## config.mk

```make
export PLATFORM = sky130hd
export DESIGN_NAME = rftpu_stream_ctrl_v24
export DESIGN_NICKNAME = d
export VERILOG_FILES = /design/src/rtl/rftpu_stream_ctrl_v24.sv
export SDC_FILE = /design/constraint.sdc
export NUM_CORES = 1
export LEC_CHECK = 0
export CAP_MARGIN = 20
export CELL_PAD_IN_SITES_DETAIL_PLACEMENT = 0
export CELL_PAD_IN_SITES_GLOBAL_PLACEMENT = 1
export CORE_MARGIN = 2
export CORE_UTILIZATION = 45
export DETAILED_ROUTE_END_ITERATION = 7
export PLACE_DENSITY = 0.94
export SYNTH_ARGS = -nofsm -noshare
export SYNTH_HDL_FRONTEND = slang
export SYNTH_SLANG_ARGS = --single-unit
```

## constraint.sdc

```tcl
create_clock -name clk -period 9.7 [get_ports clk]
set_clock_uncertainty 0.05 [all_clocks]
set_input_delay 0.97 -clock clk [delete_from_list [all_inputs] [get_ports clk]]
set_output_delay 0.97 -clock clk [all_outputs]
set_load 0.02 [all_outputs]
```

## src/rtl/rftpu_stream_ctrl_v24.sv

```systemverilog
// Stream controller for a weight-stationary systolic array: double-buffered weight rows, activation streaming, drain.
// Performance counters and utilization are built only when RFTPU_PERF_EN is defined.
module rftpu_stream_ctrl_v24 #(
    parameter int ARRAY_DIM = 16,
    parameter int PIPE_LAT  = 2*ARRAY_DIM-1,
    parameter int CNT_W     = 32
) (
    input  logic                         clk,
    input  logic                         rst,
    input  logic                         start,
    input  logic [15:0]                  num_vectors,
    input  logic [7:0]                   num_tiles,
    input  logic                         weight_valid,
    output logic                         weight_ready,
    input  logic                         act_valid,
    output logic                         act_ready,
    output logic                         arr_wload,
    output logic [$clog2(ARRAY_DIM)-1:0] arr_wrow,
    output logic                         arr_wbank,
    output logic                         arr_cbank,
    output logic                         arr_act_fire,
    output logic                         result_valid,
    output logic [7:0]                   result_tile,
    output logic                         busy,
    output logic                         done,
    output logic [CNT_W-1:0]             perf_total_cycles,
    output logic [CNT_W-1:0]             perf_weight_cycles,
    output logic [CNT_W-1:0]             perf_compute_cycles,
    output logic [CNT_W-1:0]             perf_stall_cycles,
    output logic [7:0]                   utilization_pct
);
    localparam int          RW        = $clog2(ARRAY_DIM);
    localparam logic [RW:0] ROWS_LAST = (RW+1)'(ARRAY_DIM-1);
    localparam logic [RW:0] ROWS_FULL = (RW+1)'(ARRAY_DIM);

    localparam logic [2:0] S_IDLE   = 3'd0;
    localparam logic [2:0] S_LOAD   = 3'd1;
    localparam logic [2:0] S_STREAM = 3'd2;
    localparam logic [2:0] S_WAIT_W = 3'd3;
    localparam logic [2:0] S_DRAIN  = 3'd4;
    localparam logic [2:0] S_DONE   = 3'd5;

    logic [2:0]  state_q, state_d;
    logic [15:0] nvec_q, nvec_d, vec_q, vec_d;
    logic [7:0]  ntile_q, ntile_d, tile_q, tile_d;
    logic [RW:0] rows_q, rows_d;
    logic        cbank_q, cbank_d;
    logic [PIPE_LAT-1:0] vld_pipe_q;
    logic [7:0]  tile_pipe_q [PIPE_LAT];

    logic more_tiles, pf_full, w_acc, fire, row_last, last_vec;

    // rows_q counts the initial load in LOAD and the shadow-bank prefetch afterwards
    assign more_tiles   = ({1'b0, tile_q} + 9'd1) < {1'b0, ntile_q};
    assign pf_full      = (rows_q == ROWS_FULL);
    assign weight_ready = (state_q == S_LOAD) || (state_q == S_WAIT_W) ||
                          ((state_q == S_STREAM) && more_tiles && !pf_full);
    assign act_ready    = (state_q == S_STREAM);
    assign w_acc        = weight_valid && weight_ready;
    assign fire         = act_valid && act_ready;
    assign row_last     = w_acc && (rows_q == ROWS_LAST);
    assign last_vec     = (vec_q == nvec_q - 16'd1);

    assign arr_wload    = w_acc;
    assign arr_wrow     = w_acc ? rows_q[RW-1:0] : '0;
    assign arr_wbank    = w_acc && (state_q != S_LOAD) && !cbank_q;
    assign arr_cbank    = cbank_q;
    assign arr_act_fire = fire;
    assign result_valid = vld_pipe_q[PIPE_LAT-1];
    assign result_tile  = tile_pipe_q[PIPE_LAT-1];
    assign busy         = (state_q != S_IDLE);
    assign done         = (state_q == S_DONE);

    always_comb begin
        state_d = state_q;
        nvec_d  = nvec_q;
        ntile_d = ntile_q;
        rows_d  = rows_q;
        vec_d   = vec_q;
        tile_d  = tile_q;
        cbank_d = cbank_q;
        if (w_acc) rows_d = rows_q + (RW+1)'(1);
        case (state_q)
            S_IDLE: if (start) begin
                nvec_d  = num_vectors;
                ntile_d = num_tiles;
                rows_d  = '0;
                vec_d   = '0;
                tile_d  = '0;
                cbank_d = 1'b0;
                state_d = (num_vectors == 16'd0 || num_tiles == 8'd0) ? S_DONE : S_LOAD;
            end
            S_LOAD: if (row_last) begin
                rows_d  = '0;
                state_d = S_STREAM;
            end
            S_STREAM: if (fire) begin
                if (!last_vec) begin
                    vec_d = vec_q + 16'd1;
                end else if (!more_tiles) begin
                    state_d = S_DRAIN;
                end else if (pf_full || row_last) begin
                    // shadow bank ready: swap without a bubble
                    cbank_d = !cbank_q;
                    tile_d  = tile_q + 8'd1;
                    vec_d   = '0;
                    rows_d  = '0;
                end else begin
                    vec_d   = '0;
                    state_d = S_WAIT_W;
                end
            end
            S_WAIT_W: if (row_last) begin
                cbank_d = !cbank_q;
                tile_d  = tile_q + 8'd1;
                rows_d  = '0;
                state_d = S_STREAM;
            end
            S_DRAIN: if (vld_pipe_q == '0) state_d = S_DONE;
            S_DONE:  state_d = S_IDLE;
            default: state_d = S_IDLE;
        endcase
    end

    always_ff @(posedge clk) begin
        if (rst) begin
            state_q    <= S_IDLE;
            nvec_q     <= '0;
            ntile_q    <= '0;
            rows_q     <= '0;
            vec_q      <= '0;
            tile_q     <= '0;
            cbank_q    <= 1'b0;
            vld_pipe_q <= '0;
            for (int i = 0; i < PIPE_LAT; i++) tile_pipe_q[i] <= '0;
        end else begin
            state_q       <= state_d;
            nvec_q        <= nvec_d;
            ntile_q       <= ntile_d;
            rows_q        <= rows_d;
            vec_q         <= vec_d;
            tile_q        <= tile_d;
            cbank_q       <= cbank_d;
            vld_pipe_q[0] <= fire;
            tile_pipe_q[0] <= fire ? tile_q : 8'd0;
            for (int i = 1; i < PIPE_LAT; i++) begin
                vld_pipe_q[i]  <= vld_pipe_q[i-1];
                tile_pipe_q[i] <= tile_pipe_q[i-1];
            end
        end
    end

`ifdef RFTPU_PERF_EN
    logic [CNT_W-1:0] tot_q, tot_d, wt_q, wt_d, cmp_q, cmp_d, stl_q, stl_d;
    logic [7:0]       util_q, util_d;
    logic [CNT_W+6:0] prod, pct;

    always_comb begin
        tot_d  = tot_q;
        wt_d   = wt_q;
        cmp_d  = cmp_q;
        stl_d  = stl_q;
        util_d = util_q;
        if (state_q == S_IDLE && start) begin
            tot_d  = '0;
            wt_d   = '0;
            cmp_d  = '0;
            stl_d  = '0;
            util_d = '0;
        end else if (busy) begin
            tot_d = tot_q + CNT_W'(1);
            if (w_acc) wt_d = wt_q + CNT_W'(1);
            if (fire)  cmp_d = cmp_q + CNT_W'(1);
            if ((state_q == S_STREAM && !fire) || state_q == S_WAIT_W) stl_d = stl_q + CNT_W'(1);
        end
        prod = (CNT_W+7)'(cmp_d) * (CNT_W+7)'(100);
        pct  = (tot_d == '0) ? '0 : prod / (CNT_W+7)'(tot_d);
        // ratio is frozen on the cycle the job enters DONE
        if (state_d == S_DONE && state_q != S_DONE)
            util_d = (pct > (CNT_W+7)'(100)) ? 8'd100 : pct[7:0];
    end

    always_ff @(posedge clk) begin
        if (rst) begin
            tot_q  <= '0;
            wt_q   <= '0;
            cmp_q  <= '0;
            stl_q  <= '0;
            util_q <= '0;
        end else begin
            tot_q  <= tot_d;
            wt_q   <= wt_d;
            cmp_q  <= cmp_d;
            stl_q  <= stl_d;
            util_q <= util_d;
        end
    end

    assign perf_total_cycles   = tot_q;
    assign perf_weight_cycles  = wt_q;
    assign perf_compute_cycles = cmp_q;
    assign perf_stall_cycles   = stl_q;
    assign utilization_pct     = util_q;
`else
    assign perf_total_cycles   = '0;
    assign perf_weight_cycles  = '0;
    assign perf_compute_cycles = '0;
    assign perf_stall_cycles   = '0;
    assign utilization_pct     = '0;
`endif

endmodule

```

* Word level (Yosys, flattened, before mapping)
Memories as Yosys holds them, arrays and structs flattened.
Index checks and enable logic that the tools add are counted.
** Storage, ports and cells
- Bits in writable memories :: 248
- Output and inout bits :: 157
- Flip-flop bits (word level) :: 88
- Input port bits :: 29
- Logic and storage cells :: 162
- Memories kept :: 1
** Cells by class
- Add/sub/neg operators :: 5
- Order comparisons :: 1
- Eq/ne operators :: 19
- Muxes and demuxes :: 72
- Reductions and logical operators :: 25
- Bitwise logic cells :: 31
** Memory list
- tile_pipe_q :: words 31, width 8, rd ports 31, clocked after memory_dff 0, wr ports 31, line 49 : logic [7:0] tile_pipe_q [PIPE_LAT];
** Operators by type and width (number)
- 2-to-1 mux 8 bit :: 38
- 2-to-1 mux 16 bit :: 4
- 2-to-1 mux 5 bit :: 7
- one-hot mux 16 bit (2 select lines) :: 1
- logical NOT 31 bit :: 1
- OR 1 bit :: 31
- 2-to-1 mux 3 bit :: 8
- one-hot mux 8 bit (3 select lines) :: 1
- adder 16 x 1 -> 16 bit, second input constant :: 1
- equality test 16 bit :: 1
- logical NOT 16 bit :: 1
- subtractor 16 x 1 -> 16 bit, second input constant :: 1
- one-hot mux 5 bit (3 select lines) :: 1
- one-hot mux 3 bit (4 select lines) :: 1
- != test 2 x 1 -> 1 bit, second input constant :: 5
- adder 8 x 1 -> 9 bit, second input constant :: 1
- less-than comparator 9 x 8 -> 1 bit :: 1
- 2-to-1 mux 1 bit :: 9
- adder 8 x 1 -> 8 bit, second input constant :: 1
- logical NOT 8 bit :: 1
- logical AND 1 bit :: 7
- AND reduction 7 bit :: 1
- equality test 3 x 2 -> 1 bit, second input constant :: 2
- equality test 3 bit, second input constant :: 2
- other kinds (18) :: 26

* Logic depth before layout (Yosys ltp)
Gate-level depths: netlist (run 1).
- Depth in word-level cells :: 13
- Mapped depth :: 15
- Mapped depth without buffers :: 15

* Worst setup path before layout (run 1)
No wires, ideal clock.
- Path kind :: flip-flop to output port
- From :: register tile_q[0]
- To :: output arr_wbank
- Buffers on the path :: 0
- Required time :: 8.680 ns
- Data arrival time :: 3.022 ns
- Path slack :: 5.658 ns
- Stages on the path, launching flop included :: 13
- Path through :: dfxtp_1 -> ha_1 -> nand3_1 -> nor2_1 -> xor2_1 -> ha_1 -> a21oi_1 -> a21boi_0 -> a311oi_1 -> and2_0 -> a21o_1 -> nand2_1 -> a211oi_1
** Between the ends
- Cells in the longest elaborated chain, start to end :: 8
** Ends and longest elaborated chain
- from (decl) :: line 45 : logic [7:0] ntile_q, ntile_d, tile_q, tile_d;
- from (signal assigned) :: line 142 : tile_q <= tile_d;
- adder 8 x 1 -> 9 bit :: line 54 : assign more_tiles = ({1'b0, tile_q} + 9'd1) < {1'b0, ntile_q};
- less-than comparator 9 x 8 -> 1 bit :: line 54
- logical AND 1 bit (2 in series) :: line 57 : ((state_q == S_STREAM) && more_tiles && !pf_full);
- logical OR 1 bit :: line 56 : assign weight_ready = (state_q == S_LOAD) || (state_q == S_WAIT_W) ||
- named net weight_ready :: line 14 : output logic weight_ready,
- logical AND 1 bit :: line 59 : assign w_acc = weight_valid && weight_ready;
- logical AND 1 bit (2 in series) :: line 66 : assign arr_wbank = w_acc && (state_q != S_LOAD) && !cbank_q;
- to (decl) :: line 19 : output logic arr_wbank,
The timed path passes the listed nets, and every way through them passes these cells.

* Worst setup path in the final report (run 1)
- From :: register tile_q[0]
- To :: output arr_wrow[0]
** Between the ends
- Cells in the longest elaborated chain, start to end :: 7
** Ends and longest elaborated chain
- adder 8 x 1 -> 9 bit :: line 54
- less-than comparator 9 x 8 -> 1 bit :: line 54
- logical AND 1 bit (2 in series) :: line 57
- logical OR 1 bit :: line 56
- logical AND 1 bit :: line 59
- 2-to-1 mux 4 bit :: line 65 : assign arr_wrow = w_acc ? rows_q[RW-1:0] : '0;
- to (decl) :: line 18 : output logic [$clog2(ARRAY_DIM)-1:0] arr_wrow,
No other way between the ends.

==> impl.org, run 1 <==
** Routing
- Via count normalized by instance count :: approximately 4.5
- For this block, the initial DRC count from the detailed router was between 300 and 400.
- The routed design has 18500 um of wire.
- After detailed routing, the average wire length per cell comes to 11.5 um.
- Summing over every cut layer, the via total after detailed routing is 7287.
- Drt first pass iters :: 4
- The count of nets left with antenna violations once routing finished came out at 0.
- DR DRC count :: 0

** Critical path
- Setup slack on the worst reg-to-reg path comes out at between 5 and 6 ns.
- Reg-to-reg critical path endpoint :: vec_q[3]$_SDFFE_PP0P_
- Required time at the worst-slack endpoint :: between 8 and 9 ns
- Path depth of the worst reg2reg path :: 13
- Maximum fanout along the worst path :: 9
- Tracing the worst setup path back leads to its startpoint at tile_q[0]$_SDFFE_PP0P_.
- Master of the slowest instance on the critical path :: sky130_fd_sc_hd__clkdlybuf4s50_1
- In this design, the stage delay of the slowest critical-path cell is ~0.6 ns.
- Kind of start point of the critical path :: flip-flop
- Data on the critical path arrives at its endpoint at approximately 4.3 ns.
- The startpoint identified for the worst register-to-register timing path is tile_q[0]$_SDFFE_PP0P_.
- Cell type with the highest occurrence count on the critical path :: sky130_fd_sc_hd__ha_1
- Traced cell by cell, the critical path runs through ha_1 > nand3_1 > nor2_1 > xor2_1 > ha_1 > a21oi_1 > a21boi_0 > a311oi_1 > and2_0 > a21o_1 > nand2_1 > clkinv_1 > ha_1 > clkdlybuf4s50_1.
- Endpoint type of the worst setup path :: primary output
- The critical path in this run is classified as flip-flop to primary output.

** STA
- The number of failing hold endpoints at the final stage is 0.
- Tightest Pin Transition :: about 1.1 ns
- In the finished design, the share of the clock period the worst path needs comes to 54.5%.
- Setup violators final :: 0
- Setup repair after global routing left no endpoint under its margin.
- After layout, the minimum clock period comes to ~5.3 ns.
- Timing would allow up to around 190 MHz.
- Setup total negative slack on the finished layout was measured at 0 ns.
- The total count of max-transition violations in the final report was 0.
- Measured against its own limit, the worst slew margin works out to 26.8%.

** Clocking
- CTS built an H-tree with a depth of 2.
- The later pin in the worst-skew pair is clocked with a latency of around 0.52 ns.
- Clock slew at reported path FFs :: around 0.060 ns
- Count of cells resized by post-cts repair :: 0
- CTS Root Buffer Type :: sky130_fd_sc_hd__clkbuf_16
- In this run, CTS created clock tree buffers numbering 34.
- The clock drives between 300 and 400 sinks.
- Post-CTS setup-driven buffer insertion count :: 0
- Number of buffers inserted for hold repair after clock tree synthesis :: 0
- No sink is reached through more buffers than the 3 on the longest clock path.
- TritonCTS built the clock tree.

** Die
- I/O pin total :: roughly 190
- Effective utilization at floorplan :: between 40% and 50%
- The floorplan step set the die height to 170 um.
- Placeable core region :: around 27000 sq um
- Die boundary width :: 170 um
- Area enclosed by the die boundary :: roughly 29000 sq um
- Row cnt :: 60

** Place
- In this run the tool buffered the top-level ports with 49 buffer cells.
- Weighted congestion reported at the end of routability-driven placement :: around 0.84
- The HPWL after detailed placement is ~12000 um.

** Global route
- The via count of the first global-routing pass came to roughly 6.7k.
- Pin count of the biggest net entering global routing :: about 200
- Global-route congestion overflow total :: 0
- Total global routing track utilization :: 12.8%
- Antenna violations before repair :: 0
- The first global-routing pass estimated around 31000 um of wire.

** Power and ir drop
- Power density over cell area :: between 200 and 250 nW/um^2
- Sw Ratio :: between 20% and 30%
- Portion of total power attributed to sequential cells :: 44.0%
- Summed over all nets, the switching power comes to ~870 uW.
- Cell-internal power :: 2430 uW
- VDD sags by at most roughly 0.18 mV.
- For this design the static power due to leakage is around 0.0055 uW.
- Comb pwr share :: between 10% and 20%
- After layout, the design draws a total of roughly 3300 uW.
- In this run, the clock network consumes between 40% and 50% of the power.

** Final layout
- The number of antenna diodes in the final layout is 0.
- For this run, the post-layout net count is 1288.
- Cells with a size suffix above 1 make up 6.23% of the layout.
- Most frequent cells in the layout :: 336 x sky130_fd_sc_hd__dfxtp_1, 280 x sky130_fd_sc_hd__nor2b_1, 136 x sky130_fd_sc_hd__conb_1, 76 x sky130_fd_sc_hd__nand2_1, 51 x sky130_fd_sc_hd__a21oi_1
- Relative to the synthesized area, the layout overhead comes to 10.8%.
- Leaving out fill and tap cells, the most frequent cell in the layout is sky130_fd_sc_hd__dfxtp_1.

** Min path
- Counting instances, the worst hold path has a depth of 1.
- HP Start :: tile_pipe_q[0][67]$_SDFF_PP0_
- The worst hold path terminates at tile_pipe_q[0][75]$_SDFF_PP0_.
- Path category of the worst min-delay check :: flip-flop to flip-flop

** Logic synthesis
- The cell area that synthesis handed to floorplanning was ~12000 sq um.
- Share of flip-flops with an asynchronous set or reset after synthesis :: 0%
- Flop and latch count out of synthesis :: 336
- Share of Yosys cell area claimed by the top area cell type :: 54.5%
- Yosys attributes the largest share of cell area to sky130_fd_sc_hd__dfxtp_1 55%, sky130_fd_sc_hd__nor2b_1 14%, sky130_fd_sc_hd__buf_4 9.0%, sky130_fd_sc_hd__nand2_1 2.3%, sky130_fd_sc_hd__a21oi_1 2.1%.
- Syn avg cell area :: ~10 sq um
- In this run, synthesis inferred 0 flip-flops with an integrated enable.
- Synthesis produced a netlist whose cell count is 1222.
- During synthesis, Yosys emitted a total of 0 warnings.
- In the synthesized netlist the dominant register cell turns out to be sky130_fd_sc_hd__dfxtp_1.
- Synth area leader :: sky130_fd_sc_hd__dfxtp_1
- Post-synthesis cell type count :: 59
- After synthesis, flip-flops and latches occupy roughly 55% of the total area.

** Run status
- Status :: finished clean

** Flow run
- Number of max-cap violations :: 0
[final cells by class]
cell class / count / area [sq um]
fillers: 2416 / 13300
clock buffers: 50 / 1030
well taps: 341 / 427
multi-input cells: 799 / 4660
repair buffers: 51 / 531
inverters: 23 / 86.3
clock inverters: 10 / 206
flip-flops and latches: 336 / 6730
[worst max-delay path, delay by kind of cell, from the launching register on]
kind                     cells  cell delay [ns]
AO/OA/AOI/OAI                4             0.92
adder cells (fa/ha/maj)      3             0.72
AND/OR/NAND/NOR              4             0.73
flip-flops                   1             0.41
XOR/XNOR                     1             0.24
buffers and inverters        2             0.76
[through the flow]
stage | setup WS [ns] | instance area, sq um | cells | utilization, % | hold WS (ns)
2_1_floorplan | 5.66 | 12800 | 1357 | - | 0.364
3_3_place_gp | 5.15 | 12400 | 1549 | 46.0 | 0.366
3_5_place_dp | 5.01 | 12400 | 1549 | 46.0 | 0.370
4_1_cts | 4.41 | 13600 | 1609 | 50.6 | 0.372
5_1_grt | 3.98 | 13700 | 1610 | 50.7 | 0.382
6_report | 4.41 | 13700 | 1610 | 50.7 | 0.363
[cells by family after synthesis]
family / count (synthesis) / share of synthesized area (%)
simple gates: 511 / 24.1
flops: 336 / 54.5
buf+inv: 222 / 11.8
compound gates: 99 / 5.11
xor+xnor: 30 / 2.25
fa+ha+maj: 14 / 1.42
mux: 9 / 0.730
other cells: 1 / 0.0304
[metal layers]
layer	track usage (%)	vias up	routed length (um)
met4	5.28	0	398
met2	20.1	181	8210
met1	16.8	3349	8830
met5	0	-	0
met3	3.50	34	1050
li1	-	3723	-
[synthesized netlist by cell type, drive strengths merged (9+ instances only)]
master	instances
and2	15
inv	22
xor2	16
dfxtp	336
clkbuf	43
a21oi	51
xnor2	13
nor2b	280
nor2	40
o31ai	13
nand2	76
nand4	16
nor3	10
nor4	16
or3	12
ha	14
buf	156
mux2i	9
or4	15
o21ai	9
[power by group through the flow]
stage | registers, uW | clock network [uW] | logic [uW]
2_1_floorplan | 1460 | 0 | 435
6_report | 1460 | 1380 | 472
5_1_grt | 1460 | 1470 | 527
3_5_place_dp | 1480 | 0 | 467
4_1_cts | 1450 | 1420 | 470
3_3_place_gp | 1480 | 0 | 459
[worst max path at each step]
stage	endpoint	slack, ns
2_1_floorplan	arr_wbank	5.66
3_3_place_gp	arr_wrow[0]	5.15
3_5_place_dp	arr_wrow[0]	5.01
4_1_cts	arr_wrow[0]	4.41
5_1_grt	arr_wrow[0]	3.98
6_report	arr_wrow[0]	4.41
[registers in the layout (all words and copies together) (netlist names)]
register / cells
tile_pipe_q: 248
tile_q: 8
ntile_q: 8
vec_q: 16
vld_pipe_q: 31
nvec_q: 16
state_q: 3
arr_cbank: 1
rows_q: 5
Note: power is estimated with default switching activity, not from simulation.
==> inputs of run 2 (changes only) <==
CORE_UTILIZATION = 38   (was 45)
PLACE_DENSITY = 0.85   (was 0.94)
clock period = 4.7 ns   (was 9.7 ns; I/O delays follow)
==> run 2 against run 1 <==
Effect of this change:
- sequential share of layout area grew 0.068 points
- worst setup slack lost 4.1 ns
- critical path type unchanged
- critical endpoint is now arr_wbank
- die area is 18% higher
- register-to-register slack worse by 4.8 ns
- cell count grew 5.8%
- via count decreased by 1.5%
- final area shrank 0.14%
- sequential power grew 110%
==> impl.org, run 2 (same netlist as run 1, synthesis figures left out) <==
** Final layout
- The final-stage net count came to 1289 (was 1288).
- The number of filler cells placed in the layout came to 3040 (was 2416).
- Flip-flop count of the largest register, all copies and words added :: 248 (unchanged)
- Diode count :: 0 (unchanged)
- Fraction of layout instances using a drive strength above 1 :: 6.15% (was 6.23%)
- Most common cell after layout, fill and taps aside :: sky130_fd_sc_hd__dfxtp_1 (unchanged)
- Most frequent cells in the layout :: 336 x sky130_fd_sc_hd__dfxtp_1, 280 x sky130_fd_sc_hd__nor2b_1, 136 x sky130_fd_sc_hd__conb_1, 76 x sky130_fd_sc_hd__nand2_1, 51 x sky130_fd_sc_hd__a21oi_1 (unchanged)
- Register with the most flip-flops :: tile_pipe_q (unchanged)
- The area growth from synthesis to final layout is 10.6% (was 10.8%).
- Registers with the highest flip-flop counts :: tile_pipe_q: 248 flops, vld_pipe_q: 31 flops (unchanged)

** Routing
- The DRC violation total after the first TritonRoute iteration came to 313 (was 303).
- Drt first pass iters :: 6 (was 4)
- The via total after detailed routing is 7178 (was 7287).
- The number of nets still failing antenna checks after routing was 0 (unchanged).
- The remaining design rule violation count is 0 (unchanged).
- The routed wire length per instance is 10.5 um (was 11.5 um).
- The detailed-route vias per instance is 4.21 (was 4.53).
- The overall routed net length is 17800 um (was 18500 um).

** Power and ir drop
- Power density over cell area :: 480 nW/um^2 (was 242 nW/um^2)
- Worst VDD drop :: 0.272 mV (was 0.177 mV)
- The overall power consumption is 6550 uW (was 3310 uW).
- The standby leakage power was 0.00548 uW (about the same).

** Die
- The total die area is 33900 sq um (was 28800 sq um).
- Row cnt :: 65 (was 60)
- Die boundary width :: 184 um (was 170 um)
- The area of the core was 31800 sq um (was 27000 sq um).
- The height of the die came to 184 um (was 170 um).
- Effective utilization at floorplan :: 38.8% (was 45.8%)
- I/O pin total :: 186 (unchanged)

** STA
- Timing would allow up to 230 MHz.
- The worst-margin pin slew was 0.837 ns (was 1.09 ns).
- The number of failing hold endpoints at the final stage came to 0 (unchanged).
- Number of max-slew violations in the final report :: 0 (unchanged)
- Setup_tns :: 0 ns (unchanged)
- Post-route setup slack :: 0.352 ns (was 4.41 ns)
- Share of the clock period used by the worst path after layout :: roughly 90%
- Setup violators final :: 0 (unchanged)
- Setup repair after global routing missed its margin: no (unchanged).
- For the finished layout, the period the worst path requires is approximately 4.3 ns.
- The worst max-slew margin expressed relative to the limit is 44.2% (was 26.8%).

** Flow run
- Number of max-cap violations :: 0 (unchanged)

** Clocking
- The number of H-tree levels came to 2 (unchanged).
- CTS Root Buffer Type :: sky130_fd_sc_hd__clkbuf_16 (unchanged)
- CTS Buffer Depth :: 3 (unchanged)
- The clock latency of the later-clocked register in the worst-skew pair was 0.51 ns (was 0.52 ns).
- The clock edge transition at the registers on the reported setup and hold paths was 0.06 ns (about the same).
- Total clock sinks :: 336 (unchanged)
- The number of buffers inserted during clock tree synthesis is 34 (unchanged).
- The post-CTS setup-driven buffer insertion count was 0 (unchanged).
- The clock tree from TritonCTS is yes (unchanged).

** Global route
- The initial antenna violation count came to 0 (unchanged).
- The via count of the first global-routing pass was 6432 (was 6667).
- The wire length of the first global-routing pass was 30300 um (was 30900 um).
- Pin count of the biggest net entering global routing :: 215 (was 195)
- Total global routing track utilization :: 10.6% (was 12.8%)
- Global-route congestion overflow total :: 0 (unchanged)

** Critical path
- Kind of start point of the critical path :: flip-flop (unchanged)
- Source of the worst register-to-register timing path :: nvec_q[0]$_SDFFE_PP0P_ (was tile_q[0]$_SDFFE_PP0P_)
- The required time of the critical path was 4.18 ns (was 8.68 ns).
- Critical path start-end classification :: flip-flop to primary output (unchanged)
- Endpoint type of the worst setup path :: primary output (unchanged)
- Maximum fanout along the worst path :: 6 (was 9)
- Worst Setup SP :: tile_q[0]$_SDFFE_PP0P_ (unchanged)
- The signal arrival time at the worst endpoint was 3.83 ns (was 4.27 ns).

** Min path
- The worst hold-check path type is input pin to flip-flop (was flip-flop to flip-flop).
- HP Start :: rst (was tile_pipe_q[0][67]$_SDFF_PP0_)

** Place
- The half-perimeter wire length after placement came to 11200 um (was 11600 um).
- Total of buffers placed on input and output ports :: 49 (unchanged)
- Weighted congestion reported at the end of routability-driven placement :: 0.841 (was 0.842)
- Placement-stage worst setup slack :: 0.565 ns (was 5.01 ns)

** Run status
- Status: finished clean (unchanged).
[run 2: changes by cell type in the layout (fill, tap and decap cells not counted), sizes merged]
cell           before  now
buf                 3    4
bufinv              4    2
clkbuf             50   46
clkdlybuf4s50      48   45
clkinv              5    8
dlymetal6s2s        0    3
inv                23   25
[run 2: final cells by class]
type                            count  area, sq um  area share (%)
Multi-Input combinational cell    799         4670            34.2
Timing Repair Buffer               52          542            3.97
Tap cell                          435          544            3.99
Clock buffer                       46          936            6.86
Clock inverter                     13          143            1.04
Inverter                           23         86.3           0.632
Sequential cell                   336         6730            49.3
[run 2: report_power, final]
part | switching, uW | total [uW] | leakage (uW) | internal, uW
Sequential | 93.0 | 3000 | 0.00271 | 2910
Combinational | 617 | 978 | 0.00224 | 361
Clock | 1050 | 2570 | 0.000531 | 1520
Total | 1760 | 6550 | 0.00548 | 4790
[run 2: worst max-delay path: stages, from the launching register on]
cell	delay [ns]
sky130_fd_sc_hd__dfxtp_1	0.41
sky130_fd_sc_hd__ha_1	0.23
sky130_fd_sc_hd__nand3_1	0.10
sky130_fd_sc_hd__nor2_2	0.15
sky130_fd_sc_hd__xor2_1	0.21
sky130_fd_sc_hd__ha_1	0.29
sky130_fd_sc_hd__a21oi_1	0.14
sky130_fd_sc_hd__a21boi_0	0.12
sky130_fd_sc_hd__a311oi_2	0.32
sky130_fd_sc_hd__and2_4	0.25
sky130_fd_sc_hd__a21o_1	0.15
sky130_fd_sc_hd__nand2_1	0.09
sky130_fd_sc_hd__a211oi_1	0.23
sky130_fd_sc_hd__clkdlybuf4s50_1	0.64
[run 2: worst paths after layout]
| path | end | slack (ns) | cells after the start |
|---|---|---|---|
| setup / recovery | arr_wbank | 0.35 | 13 |
| hold / removal | tile_q[7]$_SDFFE_PP0P_ | 0.37 | 2 |
| setup reg to reg | arr_cbank$_SDFFE_PP0P_ | 1.03 | 10 |
| hold reg to reg | tile_pipe_q[0][60]$_SDFF_PP0_ | 0.37 | 1 |
[run 2: repair_timing]
item,in CTS,in global routing
gates resized for setup,1,7
hold buffers,0,0
gates cloned,0,0
pin swaps,0,1
endpoints found under the setup margin,1,6
[run 2: routing by layer]
layer | track usage (%) | share of wire (%) | vias up | wire length [um]
met5 | 0 | 0 | - | 0
met4 | 4.13 | 2.2 | 0 | 400
met3 | 2.73 | 5.3 | 32 | 937
met2 | 16.1 | 43 | 151 | 7710
met1 | 14.4 | 49 | 3265 | 8760
li1 | - | - | 3730 | -
[run 2: per-stage QoR]
stage          hold WS (ns)  cell area, sq um  std cells  util (%)
2_1_floorplan         0.364             12800       1357         -
3_3_place_gp          0.367             12500       1644      39.4
3_5_place_dp          0.370             12500       1644      39.4
4_1_cts               0.356             13600       1703      42.9
5_1_grt               0.383             13700       1704      42.9
6_report              0.370             13700       1704      42.9
==> inputs of run 3 (changes only) <==
CAP_MARGIN = 25   (was 20)
MAX_ROUTING_LAYER = met4   (was unset)
==> run 3 against run 2 <==
Effect of this change:
- count of clock-buffer cells in the layout is 3 higher
- global-route usage increased by 0.61 points
- non-clock buffer count is 1 higher
==> impl.org, run 3 (same netlist as run 1, synthesis figures left out) <==
** Final layout
- Most common cell after layout, fill and taps aside :: sky130_fd_sc_hd__dfxtp_1 (unchanged)
- Core utilization of the finished layout :: 43.3% (was 42.9%)
- Fill cell total of the finished layout :: 3054 (was 3040)
- The final-stage net count is 1291 (was 1289).
- Layout Area Growth over Synthesis :: 11.5% (was 10.6%)
- Most frequent cells in the layout: 336 x sky130_fd_sc_hd__dfxtp_1, 280 x sky130_fd_sc_hd__nor2b_1, 136 x sky130_fd_sc_hd__conb_1, 76 x sky130_fd_sc_hd__nand2_1, 51 x sky130_fd_sc_hd__a21oi_1 (unchanged).
- The area taken by multi-input logic gates is 4670 sq um (about the same).
- The fraction of final layout cells sized beyond drive strength 1 is 6.52% (was 6.15%).
- Registers with the highest flip-flop counts: tile_pipe_q: 248 flops, vld_pipe_q: 31 flops (unchanged).
- The antenna diode count was 0 (unchanged).
- Flip-flop count of the largest register, all copies and words added :: 248 (unchanged)
- Area occupied by registers :: 6730 sq um (unchanged)
- Register with the most flip-flops :: tile_pipe_q (unchanged)

** Clocking
- The clock latency of the later-clocked register in the worst-skew pair came to 0.52 ns (was 0.51 ns).
- CTS Root Buffer Type :: sky130_fd_sc_hd__clkbuf_16 (unchanged)
- Total clock sinks :: 336 (unchanged)
- Total CTS buffers :: 35 (was 34)
- Clock slew at reported path FFs :: 0.06 ns (about the same)
- The cts-stage hold buffer count is 0 (unchanged).
- The number of H-tree levels was 2 (unchanged).
- CTS Buffer Depth :: 3 (unchanged)
- CTS tree :: yes (unchanged)

** Global route
- Antenna violations before repair :: 0 (unchanged)
- Total global routing track utilization :: 11.2% (was 10.6%)
- Global-route congestion overflow total :: 0 (unchanged)
- The wire length of the first global-routing pass was 30700 um (was 30300 um).
- The largest net degree at the start of global routing is 215 (unchanged).
- Via count of the first global-routing pass :: 6557 (was 6432)

** Die
- The starting utilization of the core area is 38.8% (unchanged).
- The height of the die was 184 um (unchanged).
- Placeable core region :: 31800 sq um (unchanged)
- Area enclosed by the die boundary :: 33900 sq um (unchanged)
- The total I/O pin count came to 186 (unchanged).
- Row cnt :: 65 (unchanged)
- Die boundary width :: 184 um (unchanged)

** Critical path
- The type of the worst setup path is flip-flop to primary output (unchanged).
- The required time of the critical path came to 4.18 ns (about the same).
- Endpoint type of the worst setup path :: primary output (unchanged)
- Kind of start point of the critical path :: flip-flop (unchanged)
- Maximum fanout along the worst path :: 9 (was 6)
- Worst Path Arrival :: 3.87 ns (was 3.83 ns)

** Place
- HPWL Detailed :: 11300 um (was 11200 um)
- The last weighted congestion value of the routability-driven placer is 0.834 (was 0.841).
- The count of buffers from port buffering came to 49 (unchanged).

** Routing
- Iteration-0 DRC count of the detailed router :: 347 (was 313)
- The overall routed net length came to 18200 um (was 17800 um).
- The number of iterations in the first detailed-routing pass is 4 (was 6).
- The number of nets still failing antenna checks after routing came to 0 (unchanged).
- The routed wire length per instance is 10.7 um (was 10.5 um).
- Via count :: 7283 (was 7178)
- The remaining design rule violation count is 0 (unchanged).
- The detailed-route vias per instance is 4.26 (was 4.21).

** Min path
- Path category of the worst min-delay check :: input pin to flip-flop (unchanged)

** Run status
- Status: finished clean (unchanged).

** STA
- Setup repair after global routing missed its margin: no (unchanged).
- Achievable clock frequency :: 228 MHz (was 230 MHz)
- The share of the cycle needed by the critical path after routing came to 93.4% (was 92.5%).
- The worst hold slack is 0.345 ns (was 0.370 ns).
- Setup_tns :: 0 ns (unchanged)
- Shortest clock period the worst path allows after layout :: 4.39 ns (was 4.35 ns)
- Max-slew headroom :: 42.5% (was 44.2%)
- The number of failing hold endpoints at the final stage is 0 (unchanged).
- Number of max-slew violations in the final report :: 0 (unchanged)
- The setup-violating endpoint count in the final report is 0 (unchanged).
- Tightest Pin Transition :: 0.862 ns (was 0.837 ns)

** Power and ir drop
- The standby leakage power is 0.00546 uW (was 0.00548 uW).
- Worst VDD drop :: 0.265 mV (was 0.272 mV)
- Power density over cell area :: 491 nW/um^2 (was 480 nW/um^2)

** Flow run
- Number of max-cap violations :: 0 (unchanged)
==> run 3: cell count changes in the layout (fill, tap and decap cells not counted), sizes merged <==
cell / previous run / this run
inv: 25 / 23
dlymetal6s2s: 3 / 0
clkinvlp: 1 / 4
clkbuf: 46 / 49
clkinv: 8 / 6
bufinv: 2 / 3
buf: 4 / 5
clkdlybuf4s50: 45 / 48
==> run 3: worst paths after layout <==
| check | depth (start not counted) | slack [ns] | end | start |
|---|---|---|---|---|
| hold reg to reg | 1 | 0.37 | tile_pipe_q[0][52]$_SDFF_PP0_ | tile_pipe_q[0][44]$_SDFF_PP0_ |
| setup reg to reg | 10 | 1.04 | arr_cbank$_SDFFE_PP0P_ | nvec_q[0]$_SDFFE_PP0P_ |
| hold / removal | 2 | 0.34 | tile_q[7]$_SDFFE_PP0P_ | rst |
| setup / recovery | 14 | 0.31 | arr_wrow[0] | tile_q[0]$_SDFFE_PP0P_ |
==> run 3: through the flow <==
stage	setup WS, ns	cells	total power, uW	cell area (sq um)
floorplan	1.16	1357	3920	12800
global placement	0.604	1644	4030	12500
detailed placement	0.565	1644	4040	12500
CTS	0.0444	1706	6840	13700
global route	0.0292	1708	7080	13800
finish	0.311	1708	6750	13800
==> run 3: critical path, stage by stage (launching register included) <==
cell	delay (ns)
sky130_fd_sc_hd__dfxtp_1	0.41
sky130_fd_sc_hd__ha_1	0.24
sky130_fd_sc_hd__nand3_1	0.09
sky130_fd_sc_hd__nor2_1	0.21
sky130_fd_sc_hd__xor2_1	0.20
sky130_fd_sc_hd__ha_1	0.28
sky130_fd_sc_hd__a21oi_1	0.13
sky130_fd_sc_hd__a21boi_0	0.12
sky130_fd_sc_hd__a311oi_2	0.23
sky130_fd_sc_hd__and2_2	0.26
sky130_fd_sc_hd__a21o_1	0.18
sky130_fd_sc_hd__nand2_1	0.10
sky130_fd_sc_hd__clkinv_1	0.16
sky130_fd_sc_hd__ha_1	0.18
sky130_fd_sc_hd__clkdlybuf4s50_1	0.60
==> run 3: final cells by class <==
cell class	instances	area share, %
flip-flops and latches	336	48.9
multi-input cells	799	34.0
clock buffers	49	7.41
well taps	435	3.96
repair buffers	53	3.94
clock inverters	13	1.20
inverters	23	0.628
==> run 3: where the power goes <==
part / leakage [uW] / switching [uW] / internal (uW) / total, uW
clock network: 0.000571 / 1080 / 1690 / 2770
registers: 0.00271 / 91.5 / 2910 / 3000
logic: 0.00218 / 618 / 358 / 976
total: 0.00546 / 1790 / 4950 / 6750
==> run 3: timing repair <==
action,4_1_cts,5_1_grt
gates resized for setup,1,2
pin swaps,0,1
setup endpoints to repair,2,6
buffers inserted,0,1
==> run 3: routing by layer <==
metal / wire length [um] / global-route usage (%) / up-vias
li1: - / - / 3734
met1: 8710 / 14.2 / 3335
met2: 8120 / 17.0 / 174
met3: 983 / 2.87 / 40
met4: 433 / 4.86 / 0
met5: 0 / - / -
